===== src/rtl/pcs_rx_packet_pkg.sv =====
// Shared constants, state encodings and payload types for the PCS receive packet stage.
// The optional false-carrier reporting is selected in pcs_rx_packet by PCS_RX_FALSE_CARRIER_EN.
package pcs_rx_packet_pkg;

  localparam int unsigned CG_W    = 10;
  localparam int unsigned OCTET_W = 8;
  localparam int unsigned STATE_N = 9;

  localparam logic SYNC_OK   = 1'b1;
  localparam logic SYNC_FAIL = 1'b0;
  localparam logic TRUE      = 1'b1;
  localparam logic FALSE     = 1'b0;

  typedef enum logic [STATE_N-1:0] {
    LINK_FAILED     = 9'b000000001,
    WAIT_FOR_K      = 9'b000000010,
    RX_K            = 9'b000000100,
    IDLE_D          = 9'b000001000,
    FALSE_CARRIER   = 9'b000010000,
    START_OF_PACKET = 9'b000100000,
    RECEIVE         = 9'b001000000,
    EOP_T           = 9'b010000000,
    EOP_R           = 9'b100000000
  } rx_state_e;

  // Code-groups in abcdeifghj order, a at bit 9; _RDN / _RDP are the two disparity columns.
  localparam logic [CG_W-1:0] CG_K28_5_RDN = 10'b0011111010;
  localparam logic [CG_W-1:0] CG_K28_5_RDP = 10'b1100000101;
  localparam logic [CG_W-1:0] CG_K27_7_RDN = 10'b1101101000;
  localparam logic [CG_W-1:0] CG_K27_7_RDP = 10'b0010010111;
  localparam logic [CG_W-1:0] CG_K29_7_RDN = 10'b1011101000;
  localparam logic [CG_W-1:0] CG_K29_7_RDP = 10'b0100010111;
  localparam logic [CG_W-1:0] CG_K23_7_RDN = 10'b1110101000;
  localparam logic [CG_W-1:0] CG_K23_7_RDP = 10'b0001010111;
  localparam logic [CG_W-1:0] CG_D5_6_RDN  = 10'b1010010110;
  localparam logic [CG_W-1:0] CG_D5_6_RDP  = 10'b1010010110;
  localparam logic [CG_W-1:0] CG_D16_2_RDN = 10'b0110110101;
  localparam logic [CG_W-1:0] CG_D16_2_RDP = 10'b1001000101;

  localparam logic [OCTET_W-1:0] OCT_K28_5 = 8'hBC;
  localparam logic [OCTET_W-1:0] OCT_K27_7 = 8'hFB;
  localparam logic [OCTET_W-1:0] OCT_K29_7 = 8'hFD;
  localparam logic [OCTET_W-1:0] OCT_K23_7 = 8'hF7;
  localparam logic [OCTET_W-1:0] OCT_D5_6  = 8'hC5;
  localparam logic [OCTET_W-1:0] OCT_D16_2 = 8'h50;

  localparam logic [OCTET_W-1:0] GMII_PREAMBLE      = 8'h55;
  localparam logic [OCTET_W-1:0] GMII_FALSE_CARRIER = 8'h0E;
  localparam logic [OCTET_W-1:0] GMII_CARRIER_EXT   = 8'h0F;
  localparam logic [OCTET_W-1:0] GMII_EXT_ERROR     = 8'h1F;

  typedef struct packed {
    logic [OCTET_W-1:0] octet;
    logic               is_k;
    logic               valid;
  } dec_t;

endpackage


===== src/rtl/pcs_rx_packet_decoder_10b8b.sv =====
// Combinational 10b/8b lookup; accepts either disparity column and never checks running disparity.
module decoder_10b8b
  import pcs_rx_packet_pkg::*;
(
  input  logic [CG_W-1:0] code_group,
  output dec_t            dec_c
);

  logic [4:0] six;
  logic       six_ok;
  logic [2:0] four;
  logic       four_ok;

  // 6b/5b sub-block (abcdei -> EDCBA)
  always_comb begin
    six    = 5'd0;
    six_ok = 1'b1;
    case (code_group[9:4])
      6'b100111, 6'b011000: six = 5'd0;
      6'b011101, 6'b100010: six = 5'd1;
      6'b101101, 6'b010010: six = 5'd2;
      6'b110001:            six = 5'd3;
      6'b110101, 6'b001010: six = 5'd4;
      6'b101001:            six = 5'd5;
      6'b011001:            six = 5'd6;
      6'b111000, 6'b000111: six = 5'd7;
      6'b111001, 6'b000110: six = 5'd8;
      6'b100101:            six = 5'd9;
      6'b010101:            six = 5'd10;
      6'b110100:            six = 5'd11;
      6'b001101:            six = 5'd12;
      6'b101100:            six = 5'd13;
      6'b011100:            six = 5'd14;
      6'b010111, 6'b101000: six = 5'd15;
      6'b011011, 6'b100100: six = 5'd16;
      6'b100011:            six = 5'd17;
      6'b010011:            six = 5'd18;
      6'b110010:            six = 5'd19;
      6'b001011:            six = 5'd20;
      6'b101010:            six = 5'd21;
      6'b011010:            six = 5'd22;
      6'b111010, 6'b000101: six = 5'd23;
      6'b110011, 6'b001100: six = 5'd24;
      6'b100110:            six = 5'd25;
      6'b010110:            six = 5'd26;
      6'b110110, 6'b001001: six = 5'd27;
      6'b001110:            six = 5'd28;
      6'b101110, 6'b010001: six = 5'd29;
      6'b011110, 6'b100001: six = 5'd30;
      6'b101011, 6'b010100: six = 5'd31;
      default:              six_ok = 1'b0;
    endcase
  end

  // 4b/3b sub-block (fghj -> HGF), primary and alternate x.7 both accepted
  always_comb begin
    four    = 3'd0;
    four_ok = 1'b1;
    case (code_group[3:0])
      4'b1011, 4'b0100:                   four = 3'd0;
      4'b1001:                            four = 3'd1;
      4'b0101:                            four = 3'd2;
      4'b1100, 4'b0011:                   four = 3'd3;
      4'b1101, 4'b0010:                   four = 3'd4;
      4'b1010:                            four = 3'd5;
      4'b0110:                            four = 3'd6;
      4'b1110, 4'b0001, 4'b0111, 4'b1000: four = 3'd7;
      default:                            four_ok = 1'b0;
    endcase
  end

  // Control code-groups override the data lookup; K23.7 shares its 6b part with D23
  always_comb begin
    dec_c = '0;
    case (code_group)
      CG_K28_5_RDN, CG_K28_5_RDP: dec_c = '{octet: OCT_K28_5, is_k: 1'b1, valid: 1'b1};
      CG_K27_7_RDN, CG_K27_7_RDP: dec_c = '{octet: OCT_K27_7, is_k: 1'b1, valid: 1'b1};
      CG_K29_7_RDN, CG_K29_7_RDP: dec_c = '{octet: OCT_K29_7, is_k: 1'b1, valid: 1'b1};
      CG_K23_7_RDN, CG_K23_7_RDP: dec_c = '{octet: OCT_K23_7, is_k: 1'b1, valid: 1'b1};
      default: begin
        dec_c.octet = {four, six};
        dec_c.is_k  = 1'b0;
        dec_c.valid = six_ok & four_ok;
      end
    endcase
  end

endmodule


===== src/rtl/pcs_rx_packet.sv =====
// PCS receive packet stage: turns synchronized code-groups into GMII RXD/RX_DV/RX_ER, 1-cycle latency.
// Define PCS_RX_FALSE_CARRIER_EN to report false carrier (RX_ER=1, RXD=0x0E) while in FALSE_CARRIER.
module pcs_rx_packet
  import pcs_rx_packet_pkg::*;
#(
  parameter int unsigned DATA_W = 8
) (
  input  logic              clk,
  input  logic              rst_n,
  input  logic [CG_W-1:0]   rx_code_group,
  input  logic              rx_even,
  input  logic              sync_status,
  output logic [DATA_W-1:0] RXD,
  output logic              RX_DV,
  output logic              RX_ER,
  output logic              receiving
);

`ifdef PCS_RX_FALSE_CARRIER_EN
  localparam logic               FC_ER  = 1'b1;
  localparam logic [OCTET_W-1:0] FC_RXD = GMII_FALSE_CARRIER;
`else
  localparam logic               FC_ER  = 1'b0;
  localparam logic [OCTET_W-1:0] FC_RXD = 8'h00;
`endif

  rx_state_e state;
  dec_t      dec;

  decoder_10b8b u_decoder (
    .code_group (rx_code_group),
    .dec_c      (dec)
  );

  logic is_comma, is_sop, is_eop_t, is_ext_r, is_data, is_idle_d, k_even;

  always_comb begin
    is_comma  = dec.is_k && (dec.octet == OCT_K28_5);
    is_sop    = dec.is_k && (dec.octet == OCT_K27_7);
    is_eop_t  = dec.is_k && (dec.octet == OCT_K29_7);
    is_ext_r  = dec.is_k && (dec.octet == OCT_K23_7);
    is_data   = dec.valid && !dec.is_k;
    is_idle_d = is_data && ((dec.octet == OCT_D5_6) || (dec.octet == OCT_D16_2));
    k_even    = is_comma && rx_even;
  end

  // State and outputs together; every output defaults to idle each cycle
  always_ff @(posedge clk or negedge rst_n) begin
    if (!rst_n) begin
      state     <= LINK_FAILED;
      RXD       <= '0;
      RX_DV     <= 1'b0;
      RX_ER     <= 1'b0;
      receiving <= 1'b0;
    end else begin
      RXD       <= '0;
      RX_DV     <= 1'b0;
      RX_ER     <= 1'b0;
      receiving <= 1'b0;
      if (sync_status == SYNC_FAIL) begin
        state <= LINK_FAILED;
        // A frame in flight is closed with exactly one errored cycle
        if (RX_DV && (state != LINK_FAILED)) begin
          RX_DV <= 1'b1;
          RX_ER <= 1'b1;
        end
      end else begin
        case (state)
          LINK_FAILED: state <= WAIT_FOR_K;
          WAIT_FOR_K: begin
            if (k_even) state <= RX_K;
          end
          RX_K: state <= is_idle_d ? IDLE_D : WAIT_FOR_K;
          IDLE_D: begin
            if (is_comma) begin
              state <= RX_K;
            end else if (is_sop) begin
              state     <= START_OF_PACKET;
              RXD       <= DATA_W'(GMII_PREAMBLE);
              RX_DV     <= 1'b1;
              receiving <= 1'b1;
            end else begin
              state <= FALSE_CARRIER;
              RXD   <= DATA_W'(FC_RXD);
              RX_ER <= FC_ER;
            end
          end
          FALSE_CARRIER: begin
            if (k_even) begin
              state <= RX_K;
            end else begin
              RXD   <= DATA_W'(FC_RXD);
              RX_ER <= FC_ER;
            end
          end
          START_OF_PACKET, RECEIVE: begin
            if (is_data) begin
              state     <= RECEIVE;
              RXD       <= DATA_W'(dec.octet);
              RX_DV     <= 1'b1;
              receiving <= 1'b1;
            end else if (is_eop_t) begin
              state <= EOP_T;
            end else if (k_even) begin
              state <= RX_K;
              RX_DV <= 1'b1;
              RX_ER <= 1'b1;
            end else begin
              state     <= RECEIVE;
              RX_DV     <= 1'b1;
              RX_ER     <= 1'b1;
              receiving <= 1'b1;
            end
          end
          EOP_T: begin
            if (is_ext_r) begin
              state <= EOP_R;
            end else begin
              state <= WAIT_FOR_K;
              RXD   <= DATA_W'(GMII_CARRIER_EXT);
              RX_ER <= 1'b1;
            end
          end
          EOP_R: begin
            if (is_ext_r) begin
              RXD   <= DATA_W'(GMII_CARRIER_EXT);
              RX_ER <= 1'b1;
            end else if (is_comma) begin
              state <= RX_K;
            end else begin
              state <= WAIT_FOR_K;
              RXD   <= DATA_W'(GMII_EXT_ERROR);
              RX_ER <= 1'b1;
            end
          end
          default: state <= LINK_FAILED;
        endcase
      end
    end
  end

endmodule

===== config.mk =====
export PLATFORM = sky130hd
export DESIGN_NAME = pcs_rx_packet
export DESIGN_NICKNAME = d
export VERILOG_FILES = /design/src/rtl/pcs_rx_packet_pkg.sv /design/src/rtl/pcs_rx_packet_decoder_10b8b.sv /design/src/rtl/pcs_rx_packet.sv
export SDC_FILE = /design/constraint.sdc
export NUM_CORES = 1
export LEC_CHECK = 0
export ABC_AREA = 1
export CAP_MARGIN = 20
export CORE_MARGIN = 8
export CORE_UTILIZATION = 45
export DETAILED_ROUTE_END_ITERATION = 10
export DONT_BUFFER_PORTS = 1
export GPL_TIMING_DRIVEN = 0
export SYNTH_ARGS = -nofsm -noshare
export SYNTH_HDL_FRONTEND = slang
export SYNTH_HIERARCHICAL = 1
export SYNTH_SLANG_ARGS = --single-unit
export TNS_END_PERCENT = 5

===== constraint.sdc =====
create_clock -name clk -period 1.6 [get_ports clk]
set_input_delay 0.08 -clock clk [delete_from_list [all_inputs] [get_ports clk]]
set_output_delay 0.08 -clock clk [all_outputs]
set_load 0.02 [all_outputs]

==> out/metrics.csv, run 1 <==
stage;metric;value;unit
setup_path;Crit Path Category;primary input to flop;
pwr;relative contribution of combinational cells to total power;0.377;
run_status;status;finished, violations left;
sta;worst slew pin tran;0.870;ns
sta;final count of pins violating max slew;0;
synthesis;number of synthesis warnings;6;
synthesis;average footprint of a synthesized cell;5.53;sq um
sta;Final setup viols;14;
placed_design;number of I/O port buffers;0;
routing;vias;2805;
synthesis;post-synth design cell area;2280;sq um
global_route;initial antenna violation count;0;
global_route;wire length of the first global-routing pass;11.7;mm
synthesis;proportion of synthesized chip area in sequential cells;0.220;
synthesis;cell with the most instances after synthesis;nand2_1;
sta;Max Clock Freq;556;MHz
synthesis;fraction of registers with async set or reset after synthesis;1.00;
pwr;total net switching power;0.618;mW
synthesis;count of flip-flops with a built-in enable after synthesis;0;
pwr;LEAKAGE;1.64;nW
sta;worst setup margin;-0.199;ns
clocking;number of CTS-inserted buffers;3;
flow_run;max-cap violations;0;
sta;Max-slew headroom;0.418;
floorplan;initial core utilization;0.456;
global_route;GRT Total Usage;0.190;
synthesis;prevailing post-synth register cell;dfrtp_1;
setup_path;endpoint kind of the worst setup timing path;flop;
placed_design;routability-driven placement congestion ratio;0.952;
clocking;number of buffers between clock root and the deepest sink;2;
layout;count of nets after finishing;459;
hold_path;Hold Path Cell Cnt;4;
synthesis;Commonest cells post-synth;nand2_1 (123), nor2_1 (78), nand3_1 (59);
layout;post-synthesis to final-layout area growth;38.3;%
clocking;Clk Latency, worst-skew pair;0.27;ns
pwr;share of power burned in the clock network;0.308;
setup_path;setup slack of the worst register-to-register path;-0.01;ns
hold_path;min-delay worst type;primary input to flop;
routing;Routed wire per std cell;14.3;microns
floorplan;Die Outline Area;7610;sq um
pwr;power per standard cell area;539;nW/um^2
setup_path;Worst Path Required;1.80;ns
layout;count of inserted antenna diode cells;0;
sta;ratio of final minimum period to clock period;1.12;
clocking;master cell of the clock root buffer;clkbuf_8;
setup_path;kind of launch point of the worst setup path;primary input;
synthesis;synthesis-stage register bit count;20;
pwr;Worst VDD drop;0.638;mV
clocking;clock tree from TritonCTS;done;
setup_path;arrival time at the worst endpoint;2.00;ns
sta;setup_tns;-1.86;ns
setup_path;worst-case reg-to-reg path depth;8;
routing;final antenna-violating net count;0;
routing;initial detailed-routing violation count;272;
sta;final critical delay including setup and external delays;1.80;ns
synthesis;leading cell types by total area after synthesis;dfrtp_1 (21%), nand2_1 (20%), nand3_1 (13%), nor2_1 (13%), inv_1 (7.1%);
placed_design;total half-perimeter wirelength after legalization and detailed placement;5.17;mm
routing;drt via density;5.46;
global_route;pin count of the biggest net entering global routing;21;
sta;setup repair after global routing missed its margin;true;
clocking;TritonCTS Sinks;20;
pwr;portion of total power attributed to sequential cells;0.316;
routing;Routed Wire Length;7.36;mm
setup_path;CP Max Fanout;6;
sta;worst-case clock skew;0.00698;ns
setup_path;CP cell instances;clkinvlp_4 > nor2_4 > buf_6 > nand3_2 > nand2_2 > a21oi_2 > nand3_1 > nor3_2 > nand3_2 > nand2_2 > nor2_4 > inv_2 > nor2_4 > nand2_2 > inv_1 > nand3_1 > nand2_1 > nand2_1 > nor2_2;
global_route;via count of the first global-routing pass;2598;
hold_path;source of the worst hold timing path;sync_status;
setup_path;reg2reg start;state[5]$_DFFE_PN0P_;
clocking;deepest level of the CTS H-tree;1;
setup_path;Crit-path slowest cell;nor2_4;
synthesis;synth unique cells;30;
floorplan;number of primary I/O pins;25;
routing;Pre-Repair DR Iteration Count;5;
clocking;clock-pin slew reported for the worst setup and hold paths after clock tree synthesis;0.08;ns
run_status;failing checks;setup timing;
layout;ratio of cells with drive above 1 in the final layout;0.338;
floorplan;core area;5010;sq um
hold_path;Endpoint, Worst Hold;state[1]$_DFFE_PN0P_;
synthesis;post-synthesis instance total;413;
synthesis;cell accounting for the most synthesized area;dfrtp_1;
pwr;P_int;1.08;mW
placed_design;placement-stage cell area;2420;sq um
pwr;Net Sw Frac;0.363;
setup_path;RR Endpoint;RX_DV$_DFF_PN0_;
routing;Residual DRC;0;
global_route;overall overflow remaining after global route;0;
synthesis;Synth top area share;0.208;
synthesis;number of nets in the synthesized netlist;427;
floorplan;x dimension of the die;87.2;microns
floorplan;die outline height;87.2;microns
setup_path;highest cell delay on the worst timing path;0.20;ns
layout;count of filler cells inserted in the layout;472;
layout;cell area after layout;3160;sq um
sta;number of hold-slack violations in the final timing report;0;
floorplan;std cell rows;26;
==> how the worst max path moves through the flow <==
stage | startpoint | endpoint | slack (ns) | cells past startpoint
after floorplan | rx_code_group[7] | state[1]$_DFFE_PN0P_ | -0.25 | 17
after global placement | rx_code_group[7] | state[1]$_DFFE_PN0P_ | -0.62 | 17
after detailed placement | rx_code_group[7] | state[1]$_DFFE_PN0P_ | -0.63 | 17
after CTS | rx_code_group[7] | state[1]$_DFFE_PN0P_ | -0.08 | 16
after global routing | rx_code_group[1] | state[2]$_DFFE_PN0P_ | -0.29 | 18
final | rx_code_group[7] | state[2]$_DFFE_PN0P_ | -0.20 | 19
==> repair_timing <==
action / CTS / global route
cloned: 0 / 0
setup endpoints to repair: 16 / 19
hold buffers: 1 / 0
hold endpoints to repair: 20 / 0
gates resized for setup: 70 / 44
pin swaps: 27 / 27
setup buffers: 18 / 8
==> worst max-delay path: cells and delay by family <==
kind	cells	cell delay, ns
AND/OR/NAND/NOR	14	1.48
buffers and inverters	4	0.39
AO/OA/AOI/OAI	1	0.04
==> registers in the layout, indices dropped and copies added (netlist names) <==
| register | count |
|---|---|
| RX_DV | 1 |
| receiving | 1 |
| RXD | 8 |
| RX_ER | 1 |
| state | 9 |
==> power by group through the flow <==
stage / clock network [mW] / registers [mW] / logic [mW]
2_1_floorplan: 0 / 0.545 / 0.338
3_5_place_dp: 0 / 0.546 / 0.428
5_1_grt: 0.557 / 0.539 / 0.709
3_3_place_gp: 0 / 0.546 / 0.429
4_1_cts: 0.525 / 0.536 / 0.556
6_report: 0.523 / 0.537 / 0.641
==> cells by family (layout without fill, tap and decap cells) <==
kind of cell	Yosys count	count (layout)	share of synthesized area
buffers and inverters	54	85	0.0920
AO/OA/AOI/OAI	29	29	0.0789
XOR/XNOR	1	1	0.00384
AND/OR/NAND/NOR	309	309	0.605
flip-flops	20	20	0.220
==> final cells by class <==
cell class | instances | area, sq um | share of cell area
Buffer | 5 | 38.8 | 0.0123
Sequential cell | 20 | 502 | 0.159
Clock inverter | 1 | 30.0 | 0.00951
Inverter | 49 | 199 | 0.0630
Tap cell | 70 | 87.6 | 0.0277
Timing Repair Buffer | 27 | 225 | 0.0713
Clock buffer | 3 | 41.3 | 0.0131
Multi-Input combinational cell | 339 | 2030 | 0.644
==> per-stage QoR <==
step,cells,util,hold slack [ns],worst slack [ns],total power [mW]
floorplan,413,-,-0.216,-0.246,0.883
global placement,483,0.483,-0.215,-0.624,0.975
detailed placement,483,0.483,-0.215,-0.632,0.974
CTS,506,0.581,0.112,-0.0810,1.62
global route,514,0.630,0.125,-0.286,1.80
finish,514,0.630,0.115,-0.199,1.70
==> layout by cell type, fill, tap and decap left out, types with 2 or more instances in the layout <==
cell,count
nand2_1,99
nor2_1,56
nand3_1,47
inv_1,36
nor2_4,24
buf_4,24
dfrtp_1,19
nand2_2,17
nor2_2,17
nand2_4,14
nand3_2,11
inv_2,9
nand4_1,7
a21oi_1,7
nor3_1,6
o22ai_1,5
buf_6,4
nor3_2,4
nand3_4,3
o211ai_1,3
o21ai_0,3
clkbuf_8,3
o21ai_2,2
o21ai_1,2
clkinvlp_4,2
o22ai_4,2
==> per-layer routing <==
metal  track usage  vias to the layer above  part of all wire
met1         0.254                     1322              0.45
met3        0.0491                       11             0.067
met2         0.306                       81              0.47
met4        0.0219                        0            0.0088
met5             0                        -                 0
li1              -                     1391                 -
No activity file was read; power rests on OpenSTA's default activity.
==> inputs of run 2 (changes only) <==
- CAP_MARGIN: 20 -> 15
- SYNTH_HIERARCHICAL: 1 -> unset
==> out/metrics.csv, run 2 <==
stage;metric;value;unit
run_status;status;finished, violations left;
run_status;failing checks;hold timing, setup timing;
layout;top library cells by usage in the layout, fill and taps aside;nand2_1 (115), nor2_1 (56), inv_1 (50);
setup_path;highest cell delay on the worst timing path;0.42;ns
setup_path;family of cells with the greatest summed delay on the critical path;simple AND/OR/NAND/NOR gates;
setup_path;Worst Path Required;1.79;ns
synthesis;count of flip-flops with a built-in enable after synthesis;0;
hold_path;source of the worst hold timing path;sync_status;
setup_path;endpoint kind of the worst setup timing path;flop;
synthesis;Commonest cells post-synth;nand2_1 (125), nor2_1 (69), inv_1 (55);
setup_path;most prevalent standard cell on the critical path;nor2_4;
global_route;initial antenna violation count;0;
synthesis;number of nets in the synthesized netlist;407;
placed_design;number of I/O port buffers;0;
floorplan;x dimension of the die;85.4;microns
synthesis;synthesis-stage register bit count;20;
layout;count of nets after finishing;425;
layout;post-synthesis to final-layout area growth;19.2;%
floorplan;number of primary I/O pins;25;
sta;number of hold-slack violations in the final timing report;4;
setup_path;CP Max Fanout;4;
sta;Final setup viols;10;
sta;final critical delay including setup and external delays;1.73;ns
synthesis;proportion of synthesized chip area in sequential cells;0.232;
floorplan;initial core utilization;0.462;
clocking;deepest level of the CTS H-tree;1;
layout;Top Registers;state x9, RXD x8;
clocking;number of buffers between clock root and the deepest sink;2;
sta;worst setup margin;-0.130;ns
placed_design;total half-perimeter wirelength after legalization and detailed placement;5.31;mm
routing;vias;2479;
synthesis;number of synthesis warnings;0;
setup_path;Critical Path Source;state[3]$_DFFE_PN0P_;
sta;Max-slew headroom;0.423;
clocking;clock-pin slew reported for the worst setup and hold paths after clock tree synthesis;0.08;ns
sta;worst-case clock skew;0.00668;ns
routing;Pre-Repair DR Iteration Count;4;
layout;cell area after layout;2580;sq um
synthesis;Synth top area share;0.220;
synthesis;prevailing post-synth register cell;dfrtp_1;
floorplan;std cell rows;25;
global_route;pin count of the biggest net entering global routing;21;
synthesis;post-synthesis instance total;393;
clocking;Clk Latency, worst-skew pair;0.26;ns
setup_path;CP cell instances;nor2_4 > nand2_4 > nor2_4 > nand4_1 > nand2_2 > nor2_1 > nand2_1 > nand2_2 > nor2_4 > inv_2 > a21oi_2;
sta;final count of pins violating max slew;0;
sta;Max Clock Freq;578;MHz
floorplan;Die Outline Area;7290;sq um
routing;Residual DRC;0;
flow_run;max-cap violations;0;
sta;setup_tns;-0.798;ns
routing;drt via density;5.34;
floorplan;core area;4690;sq um
sta;worst slew pin tran;0.863;ns
synthesis;average footprint of a synthesized cell;5.51;sq um
setup_path;reg2reg start;state[3]$_DFFE_PN0P_;
setup_path;total buffers and inverters traversed by the critical path;1;
layout;flip-flop count of the largest register, all copies and words added;9;
setup_path;kind of launch point of the worst setup path;flop;
global_route;wire length of the first global-routing pass;11.5;mm
synthesis;post-synth design cell area;2170;sq um
layout;count of inserted antenna diode cells;0;
synthesis;cell with the most instances after synthesis;nand2_1;
setup_path;arrival time at the worst endpoint;1.92;ns
synthesis;synth unique cells;30;
synthesis;leading cell types by total area after synthesis;dfrtp_1 (22%), nand2_1 (22%), nor2_1 (12%), nand3_1 (10%), inv_1 (9.5%);
sta;ratio of final minimum period to clock period;1.08;
routing;initial detailed-routing violation count;151;
clocking;number of CTS-inserted buffers;3;
layout;register bank with the most flops;state;
synthesis;cell accounting for the most synthesized area;dfrtp_1;
setup_path;Crit-path slowest cell;dfrtp_1;
layout;ratio of cells with drive above 1 in the final layout;0.205;
clocking;TritonCTS Sinks;20;
routing;Routed wire per std cell;14.9;microns
clocking;number of buffers inserted by hold repair at cts;4;
global_route;via count of the first global-routing pass;2442;
setup_path;setup slack of the worst register-to-register path;-0.13;ns
setup_path;Crit Path Category;flop to flop;
floorplan;die outline height;85.4;microns
routing;Routed Wire Length;6.92;mm
pwr;power per standard cell area;654;nW/um^2
synthesis;fraction of registers with async set or reset after synthesis;1.00;
sta;hold slack final;-0.116;ns
global_route;overall overflow remaining after global route;0;
clocking;clock tree from TritonCTS;done;
pwr;Worst VDD drop;0.329;mV
global_route;GRT Total Usage;0.191;
hold_path;min-delay worst type;primary input to flop;
placed_design;placement-stage cell area;2230;sq um
clocking;master cell of the clock root buffer;clkbuf_8;
pwr;LEAKAGE;1.39;nW
placed_design;setup slack at placement;-0.310;ns
sta;setup repair after global routing missed its margin;true;
placed_design;routability-driven placement congestion ratio;0.924;
routing;final antenna-violating net count;0;
layout;most common library cell in the layout ignoring fill and taps;nand2_1;
-- run 2: changes by cell type in the layout (fill, tap and decap cells not counted), sizes merged, moves of 4 or more --
cell	previous run	this run
nor4	0	4
nor2	97	84
inv	46	58
o21ai	7	15
o22ai	8	1
nor3	11	7
buf	30	11
nand3	61	46
-- run 2: path summary, 6_finish.rpt --
check / end / depth (start not counted)
max: state[2]$_DFFE_PN0P_ / 11
min: state[0]$_DFFE_PN1P_ / 1
max reg2reg: state[2]$_DFFE_PN0P_ / 11
min reg2reg: state[8]$_DFFE_PN0P_ / 2
max in group asynchronous: state[1]$_DFFE_PN0P_ / 1
min in group asynchronous: state[4]$_DFFE_PN0P_ / 1
-- run 2: layout make-up --
| cell class | instances | area [sq um] |
|---|---|---|
| Fill cell | 480 | 2110 |
| Multi-Input combinational cell | 312 | 1600 |
| Sequential cell | 20 | 503 |
| Inverter | 59 | 221 |
| Timing Repair Buffer | 13 | 108 |
| Tap cell | 54 | 67.6 |
| Clock buffer | 4 | 55.1 |
| Buffer | 2 | 22.5 |
-- run 2: cells by family after synthesis --
group,synth area share
and+or+nand+nor,0.571
DFF,0.232
buffers and inverters,0.113
AOI/OAI and AO/OA,0.0849
-- run 2: report_power, final --
| group | leakage (nW) | internal, mW | switching [mW] |
|---|---|---|---|
| combinational | 1.09 | 0.263 | 0.465 |
| clock | 0.0288 | 0.219 | 0.168 |
| sequential | 0.274 | 0.541 | 0.0314 |
| total | 1.39 | 1.02 | 0.665 |
-- run 2: metrics by stage --
step | hold slack (ns) | cells | utilization | total power, mW
floorplan | -0.216 | 393 | - | 0.954
global placement | -0.215 | 447 | 0.476 | 1.06
detailed placement | -0.215 | 447 | 0.476 | 1.07
CTS | -0.112 | 461 | 0.530 | 1.64
global route | -0.117 | 464 | 0.550 | 1.79
finish | -0.116 | 464 | 0.550 | 1.69
-- run 2: layer usage --
metal / track usage / vias to the layer above / share of wire
li1: - / 1288 / -
met1: 0.234 / 1119 / 0.43
met2: 0.333 / 60 / 0.50
met3: 0.0193 / 12 / 0.047
met4: 0.0796 / 0 / 0.026
met5: 0 / - / 0
-- run 2: repair_timing --
action | in CTS | in global routing
resized for setup | 32 | 24
setup buffers | 6 | 3
endpoints found under the hold margin | 24 | 2
pin swaps | 12 | 9
endpoints found under the setup margin | 19 | 19
